===== src/rtl/mmu_tile_sequencer_if.sv =====
// Operand, MMU command and result-row handshake bundle for mmu_tile_sequencer.
// The master side is the sequencer. The slave side is the MMU datapath and the result consumer.
interface mmu_tile_sequencer_if #(
    parameter int unsigned ACLEN = 8
);
    logic             op_valid_i;
    logic             op_ready_o;
    logic             mmu_cmd_valid_o;
    logic [ACLEN:0]   mmu_cmd_o;
    logic             mmu_busy_i;
    logic             res_valid_o;
    logic             res_ready_i;
    logic [1:0]       res_row_o;
    logic             res_last_o;

    modport master (
        input  op_valid_i, mmu_busy_i, res_ready_i,
        output op_ready_o, mmu_cmd_valid_o, mmu_cmd_o, res_valid_o, res_row_o, res_last_o
    );

    modport slave (
        output op_valid_i, mmu_busy_i, res_ready_i,
        input  op_ready_o, mmu_cmd_valid_o, mmu_cmd_o, res_valid_o, res_row_o, res_last_o
    );
endinterface


===== src/rtl/mmu_tile_sequencer.sv =====
// Tile sequencer for the MMU: clear, feed K operand beats, flush the skew, wait idle, drain 4 rows.
// The optional batch-norm phase and its ports are enabled by defining MMU_SEQ_BN_EN.
module mmu_tile_sequencer #(
    parameter int unsigned ACLEN     = 8,
    parameter int unsigned KLEN      = 16,
    parameter int unsigned FLUSH_LEN = 6
) (
    input  logic                 clk_i,
    input  logic                 rst_i,
    input  logic                 start_i,
    input  logic [KLEN-1:0]      k_len_i,
    input  logic                 abort_i,
`ifdef MMU_SEQ_BN_EN
    input  logic                 bn_en_i,
    input  logic                 bn_valid_i,
    output logic                 res_bn_o,
`endif
    output logic                 busy_o,
    output logic                 done_o,
    output logic                 err_o,
    mmu_tile_sequencer_if.master bus
);

    localparam int unsigned CW = ACLEN + 1;
    localparam int unsigned FW = (FLUSH_LEN > 1) ? $clog2(FLUSH_LEN) : 1;

    localparam logic [CW-1:0] CMD_RESET        = CW'(0);
    localparam logic [CW-1:0] CMD_TRIGGER      = CW'(1);
    localparam logic [CW-1:0] CMD_TRIGGER_LAST = CW'(2);
    localparam logic [CW-1:0] CMD_FORWARD      = CW'(8);
`ifdef MMU_SEQ_BN_EN
    localparam logic [CW-1:0] CMD_TRIGGER_BN   = CW'(17);
`endif

    typedef enum logic [3:0] {
        S_IDLE  = 4'd0,
        S_CLR   = 4'd1,
        S_FEED  = 4'd2,
        S_FLUSH = 4'd3,
        S_WAIT  = 4'd4,
        S_DRAIN = 4'd5,
        S_DONE  = 4'd6,
        S_ABORT = 4'd7
`ifdef MMU_SEQ_BN_EN
        ,S_BN   = 4'd8
`endif
    } state_e;

    state_e            state_q;
    logic [KLEN-1:0]   k_q;
    logic [KLEN-1:0]   beat_q;
    logic [FW-1:0]     flush_q;
    logic [1:0]        row_q;
`ifdef MMU_SEQ_BN_EN
    logic              bn_en_q;
    logic              bn_sent_q;
`endif

    logic last_beat_c;
    logic flush_last_c;

    assign last_beat_c  = (beat_q == k_q - KLEN'(1));
    assign flush_last_c = (flush_q == FW'(FLUSH_LEN - 1));

    // State and counter update; abort overrides every transition outside IDLE.
    always_ff @(posedge clk_i or posedge rst_i) begin
        if (rst_i) begin
            state_q   <= S_IDLE;
            k_q       <= '0;
            beat_q    <= '0;
            flush_q   <= '0;
            row_q     <= '0;
`ifdef MMU_SEQ_BN_EN
            bn_en_q   <= 1'b0;
            bn_sent_q <= 1'b0;
`endif
        end else begin
            unique case (state_q)
                S_IDLE: begin
                    if (start_i && (k_len_i != '0)) begin
                        k_q     <= k_len_i;
                        beat_q  <= '0;
                        flush_q <= '0;
                        row_q   <= '0;
`ifdef MMU_SEQ_BN_EN
                        bn_en_q   <= bn_en_i;
                        bn_sent_q <= 1'b0;
`endif
                        state_q <= S_CLR;
                    end
                end
                S_CLR: state_q <= S_FEED;
                S_FEED: begin
                    if (bus.op_valid_i) begin
                        if (last_beat_c) begin
                            beat_q  <= k_q;
                            state_q <= S_FLUSH;
                        end else begin
                            beat_q  <= beat_q + KLEN'(1);
                        end
                    end
                end
                S_FLUSH: begin
                    if (flush_last_c) state_q <= S_WAIT;
                    else              flush_q <= flush_q + FW'(1);
                end
                S_WAIT: begin
                    if (!bus.mmu_busy_i) begin
`ifdef MMU_SEQ_BN_EN
                        state_q <= bn_en_q ? S_BN : S_DRAIN;
`else
                        state_q <= S_DRAIN;
`endif
                    end
                end
`ifdef MMU_SEQ_BN_EN
                S_BN: begin
                    bn_sent_q <= 1'b1;
                    if (bn_valid_i) state_q <= S_DRAIN;
                end
`endif
                S_DRAIN: begin
                    if (bus.res_ready_i) begin
                        if (row_q == 2'd3) state_q <= S_DONE;
                        else               row_q   <= row_q + 2'd1;
                    end
                end
                S_DONE:  state_q <= S_IDLE;
                S_ABORT: state_q <= S_IDLE;
                default: state_q <= S_IDLE;
            endcase
            if (abort_i && (state_q != S_IDLE)) state_q <= S_ABORT;
        end
    end

    logic            op_ready_c;
    logic            cmd_valid_c;
    logic [CW-1:0]   cmd_c;
    logic            res_valid_c;
    logic            busy_c;
    logic            done_c;
    logic            err_c;
`ifdef MMU_SEQ_BN_EN
    logic            res_bn_c;
`endif

    // Output decode from state, counters and handshake inputs; forced low during reset.
    always_comb begin
        op_ready_c  = 1'b0;
        cmd_valid_c = 1'b0;
        cmd_c       = CMD_RESET;
        res_valid_c = 1'b0;
        busy_c      = (state_q != S_IDLE);
        done_c      = 1'b0;
        err_c       = 1'b0;
`ifdef MMU_SEQ_BN_EN
        res_bn_c    = 1'b0;
`endif
        unique case (state_q)
            S_IDLE:  err_c = start_i && (k_len_i == '0);
            S_CLR, S_ABORT: begin
                cmd_valid_c = 1'b1;
                cmd_c       = CMD_RESET;
            end
            S_FEED: begin
                op_ready_c  = bus.op_valid_i;
                cmd_valid_c = bus.op_valid_i;
                if (bus.op_valid_i) cmd_c = last_beat_c ? CMD_TRIGGER_LAST : CMD_TRIGGER;
            end
            S_FLUSH: begin
                cmd_valid_c = 1'b1;
                cmd_c       = CMD_FORWARD;
            end
`ifdef MMU_SEQ_BN_EN
            S_BN: begin
                cmd_valid_c = !bn_sent_q;
                if (!bn_sent_q) cmd_c = CMD_TRIGGER_BN;
            end
`endif
            S_DRAIN: begin
                res_valid_c = 1'b1;
`ifdef MMU_SEQ_BN_EN
                res_bn_c    = bn_en_q;
`endif
            end
            S_DONE:  done_c = 1'b1;
            default: ;
        endcase
        if (rst_i) begin
            op_ready_c  = 1'b0;
            cmd_valid_c = 1'b0;
            cmd_c       = CMD_RESET;
            res_valid_c = 1'b0;
            busy_c      = 1'b0;
            done_c      = 1'b0;
            err_c       = 1'b0;
`ifdef MMU_SEQ_BN_EN
            res_bn_c    = 1'b0;
`endif
        end
    end

    assign bus.op_ready_o      = op_ready_c;
    assign bus.mmu_cmd_valid_o = cmd_valid_c;
    assign bus.mmu_cmd_o       = cmd_c;
    assign bus.res_valid_o     = res_valid_c;
    assign bus.res_row_o       = res_valid_c ? row_q : 2'd0;
    assign bus.res_last_o      = res_valid_c && (row_q == 2'd3);
    assign busy_o              = busy_c;
    assign done_o              = done_c;
    assign err_o               = err_c;
`ifdef MMU_SEQ_BN_EN
    assign res_bn_o            = res_bn_c;
`endif

endmodule


===== src/flat_wrapper.sv =====
// flat-port wrapper written by rule: the top's interface ports become plain ports
module mmu_tile_sequencer_flat 
#(
    parameter int unsigned ACLEN     = 8,
    parameter int unsigned KLEN      = 16,
    parameter int unsigned FLUSH_LEN = 6
)
  (clk_i, rst_i, start_i, k_len_i, abort_i, busy_o, done_o, err_o, bus_op_valid_i, bus_mmu_busy_i, bus_res_ready_i, bus_op_ready_o, bus_mmu_cmd_valid_o, bus_mmu_cmd_o, bus_res_valid_o, bus_res_row_o, bus_res_last_o);
  mmu_tile_sequencer_if #(.ACLEN(ACLEN)) bus_i ();
  input  logic clk_i;
  input  logic rst_i;
  input  logic start_i;
  input  logic [KLEN-1:0] k_len_i;
  input  logic abort_i;
  output logic busy_o;
  output logic done_o;
  output logic err_o;
  input wire logic [$bits(bus_i.op_valid_i)-1:0] bus_op_valid_i;
  input wire logic [$bits(bus_i.mmu_busy_i)-1:0] bus_mmu_busy_i;
  input wire logic [$bits(bus_i.res_ready_i)-1:0] bus_res_ready_i;
  output wire logic [$bits(bus_i.op_ready_o)-1:0] bus_op_ready_o;
  output wire logic [$bits(bus_i.mmu_cmd_valid_o)-1:0] bus_mmu_cmd_valid_o;
  output wire logic [$bits(bus_i.mmu_cmd_o)-1:0] bus_mmu_cmd_o;
  output wire logic [$bits(bus_i.res_valid_o)-1:0] bus_res_valid_o;
  output wire logic [$bits(bus_i.res_row_o)-1:0] bus_res_row_o;
  output wire logic [$bits(bus_i.res_last_o)-1:0] bus_res_last_o;
  assign bus_i.op_valid_i = bus_op_valid_i;
  assign bus_i.mmu_busy_i = bus_mmu_busy_i;
  assign bus_i.res_ready_i = bus_res_ready_i;
  assign bus_op_ready_o = bus_i.op_ready_o;
  assign bus_mmu_cmd_valid_o = bus_i.mmu_cmd_valid_o;
  assign bus_mmu_cmd_o = bus_i.mmu_cmd_o;
  assign bus_res_valid_o = bus_i.res_valid_o;
  assign bus_res_row_o = bus_i.res_row_o;
  assign bus_res_last_o = bus_i.res_last_o;
  mmu_tile_sequencer #(.ACLEN(ACLEN), .KLEN(KLEN), .FLUSH_LEN(FLUSH_LEN)) u_core (.clk_i(clk_i), .rst_i(rst_i), .start_i(start_i), .k_len_i(k_len_i), .abort_i(abort_i), .busy_o(busy_o), .done_o(done_o), .err_o(err_o), .bus(bus_i));
endmodule

===== config.mk =====
export PLATFORM = sky130hd
export DESIGN_NAME = mmu_tile_sequencer_flat
export DESIGN_NICKNAME = d
export VERILOG_FILES = /design/src/rtl/mmu_tile_sequencer_if.sv /design/src/rtl/mmu_tile_sequencer.sv /design/src/flat_wrapper.sv
export SDC_FILE = /design/constraint.sdc
export NUM_CORES = 1
export LEC_CHECK = 0
export ABC_AREA = 1
export CORE_MARGIN = 3
export CORE_UTILIZATION = 53
export CTS_BUF_LIST = sky130_fd_sc_hd__clkbuf_4
export DETAILED_ROUTE_END_ITERATION = 8
export PLACE_DENSITY = 0.79
export SETUP_SLACK_MARGIN = 0.3
export SKIP_CTS_REPAIR_TIMING = 1
export SYNTH_ARGS = -nofsm -noshare
export SYNTH_HDL_FRONTEND = slang
export SYNTH_SLANG_ARGS = --single-unit

===== constraint.sdc =====
create_clock -name clk_i -period 2.1 [get_ports clk_i]
set_input_delay 0.21 -clock clk_i [delete_from_list [all_inputs] [get_ports clk_i]]
set_output_delay 0.21 -clock clk_i [all_outputs]
set_load 0.02 [all_outputs]

==> summary.txt <==
Run status
  • Outcome: finished with violations
  • Violated checks: setup timing

Cells and area
  • Share of cells above drive strength 1: 26.6%
  • Fin util: 76.4%
  • Final #Nets: 644
  • N_diodes: 0
  • Synthesis-to-finish area growth: 36.9%
  • Post-route cell area: 4630 sq um

Setup path
  • FF-to-FF path depth: 15
  • CP arrival: 2.26 ns
  • Classification of the worst setup path: reg2out
  • CP max FO: 3
  • CP Capture Type: primary output
  • CP Data Required Time: 1.89 ns
  • CP Launch Type: register

Synth
  • Most frequent cell after synthesis: nand2_1
  • Post-Synth Simple-Gate Area: 44.9%
  • Area share of the largest cell type after synthesis: 29.6%
  • Synth area leaders: dfrtp_1 (30%), nand2_1 (18%), nand3_1 (9.0%)
  • Cell taking the most area after synthesis: dfrtp_1
  • Cells after Synth: 509
  • Mux share of post-synthesis cell area: 0%
  • Post-synthesis xor/xnor area fraction: 7.51%
  • Top FF cell, synth: dfrtp_1
  • Ys Warns: 0
  • Most instantiated cells after synthesis: nand2_1 (161), nand3_1 (61), inv_1 (58)
  • Syn avg cell area: 6.64 sq um
  • Synth Area in Adders: 1.85%
  • Synth Area in Compound Gates: 6.00%
  • EDFF count, synth: 0
  • Largest family of logic cells by synthesized area: simple AND/OR/NAND/NOR gates
  • Synthesized area: 3380 sq um
  • Post-synthesis sequential area ratio: 29.6%
  • Post-synth ARST share: 100%
  • Seq cells post-synth: 40
  • Count of cell types in the netlist: 43

Timing
  • Final WS setup: -0.369 ns
  • TNS Setup: -2.58 ns
  • Fin. max-slew vios: 0
  • Maximum clock frequency: 0.405 GHz
  • Period Utilization, post-route: 118%
  • Final Setup Violations: 17
  • RSZ-0062 raised after global routing: yes
  • Worst-Margin Slew: 0.547 ns
  • Final Skew: 0.00599 ns
  • Worst rel slew slack: 63.2%
  • Min Tclk post-route: 2.47 ns
  • Final hold vios: 0

Place
  • Pre-CTS setup slack: -0.493 ns
  • Gpl congestion: 0.943
  • I/O Buffers: 34
  • Dpl hpwl: 7760 um
  • Placed instance area: 4340 sq um

Detailed routing
  • Post-route DRC: 0
  • Router iterations before antenna repair: 5
  • Drt first-iter violations: 304
  • Antenna Violating Nets Remaining: 0
  • DR vias: 3,800
  • DR vias/cell: 5.49
  • Wire per inst: 15.0 um
  • DRT Wirelength: 10,400 um

CTS
  • Root Driver: clkbuf_4
  • CTS max path bufs: 2
  • H-tree levels: 2
  • Clock tree from TritonCTS: yes
  • Sink Count: 40
  • Inserted Clock Buffers: 5
  • Clk Latency, worst-skew pair: 0.35 ns
  • Clock transition at the registers of the reported paths: 0.11 ns

Power
  • P_sw: 2540 uW
  • Sw frac: 48.6%
  • Pint: 2690 uW
  • Static Leak: 0.00244 uW
  • Power density over the cells: 1130 nW/um^2
  • Comb pwr share: 67.6%
  • Share of power burned in registers: 24.7%
  • Maximum vdd drop: 0.865 mV
  • Clock share of power: 7.7%

Floorplanning
  • Initial Util: 55.8%
  • Die area: 7370 sq um
  • DIE WIDTH: 85.9 um
  • Area of the core: 6060 sq um
  • Rows: 28
  • I/O Pins: 41
  • Die H: 85.9 um

Global routing
  • All-Layer GR Usage: 27.6%
  • Initial antenna violation count: 0
  • Largest net degree at the start of global routing: 36
  • Vias in the first global route: 3,667
  • Total grt overflow: 0
  • First-pass GRT wire length: 16,400 um

Hold path
  • Hold Path Class: in2async

Flow run
  • Max Cap Violations: 0
==> through the flow <==
step / cells / hold slack [ns] / total power (uW)
finish: 692 / 0.282 / 5230
floorplan: 514 / 0.197 / 3150
detailed placement: 676 / 0.527 / 4440
CTS: 684 / 0.300 / 4850
global route: 692 / 0.326 / 5630
global placement: 676 / 0.519 / 4330
==> cells by family (layout without fill, tap and decap cells) <==
kind of cell / Yosys count / after routing
fa+ha+maj: 5 / 5
simple gates: 322 / 322
buf+inv: 79 / 182
other cells: 1 / 6
flops: 40 / 40
xor+xnor: 26 / 26
compound gates: 36 / 36
==> path summary, 6_finish.rpt <==
kind	slack, ns	end	start
max in group asynchronous	1.25	u_core.k_q[15]	rst_i
min	0.28	u_core.k_q[13]	rst_i
max	-0.37	bus_mmu_cmd_o[1]	u_core.k_q[0]
max reg2reg	-0.14	u_core.beat_q[6]	u_core.k_q[4]
min reg2reg	0.54	u_core.flush_q[0]	u_core.flush_q[0]
min in group clk_i	0.46	u_core.k_q[3]	k_len_i[3]
==> layout by cell type (no fill, tap or decap), types with 3 or more instances in the layout <==
cell type	instances
nand3_1	58
nand2_2	11
dfrtp_1	39
nand2_1	156
nor2_4	8
nand4_1	5
nand3b_1	4
nor4_1	3
o21ai_2	3
clkbuf_4	7
xnor2_1	6
conb_1	6
nor2_2	13
clkdlybuf4s50_1	21
ha_1	4
inv_2	5
xor2_1	18
nor2_8	4
nand3_2	4
buf_4	75
inv_1	50
dlymetal6s2s_1	5
nand2_4	4
buf_6	3
clkinv_1	3
buf_12	4
nor3_1	3
o21ai_0	22
nor2_1	40
==> final cells by class <==
cell class                 count  area [sq um]
timing repair buffer         113           990
sequential                    40          1000
clock inverter                 1          3.75
tap                           75          93.8
fill                         440          1430
multi-input combinational    395          2240
inverter                      61           243
clock buffer                   7          52.6
==> flip-flops by register name, summed over array words and instances (netlist names) <==
name,count
u_core.row_q,2
u_core.flush_q,3
u_core.k_q,16
u_core.state_q,3
u_core.beat_q,16
==> power groups by stage <==
stage          combinational, uW  sequential, uW  clock [uW]
3_5_place_dp                3170            1270           0
4_1_cts                     3190            1260         410
2_1_floorplan               1920            1230           0
5_1_grt                     3870            1320         448
3_3_place_gp                3080            1260           0
6_report                    3530            1290         402
==> per-layer routing <==
| layer | part of all wire, % | wire [um] | GRT usage, % |
|---|---|---|---|
| met1 | 39 | 4040 | 33.5 |
| met3 | 6.4 | 664 | 4.71 |
| met2 | 50 | 5200 | 47.9 |
| met4 | 4.6 | 478 | 11.9 |
| met5 | 0 | 0 | 0 |
==> critical path, stage by stage (launching register included) <==
cell     delay [ns]
dfrtp_1        0.38
inv_2          0.07
ha_4           0.26
or2_4          0.10
nand4_1        0.12
nor2_1         0.12
nand2_1        0.08
nor3_2         0.16
nand3_1        0.10
nor2_2         0.12
nand3_2        0.15
nor2_4         0.13
buf_6          0.12
(Power assumes the default switching activity.)
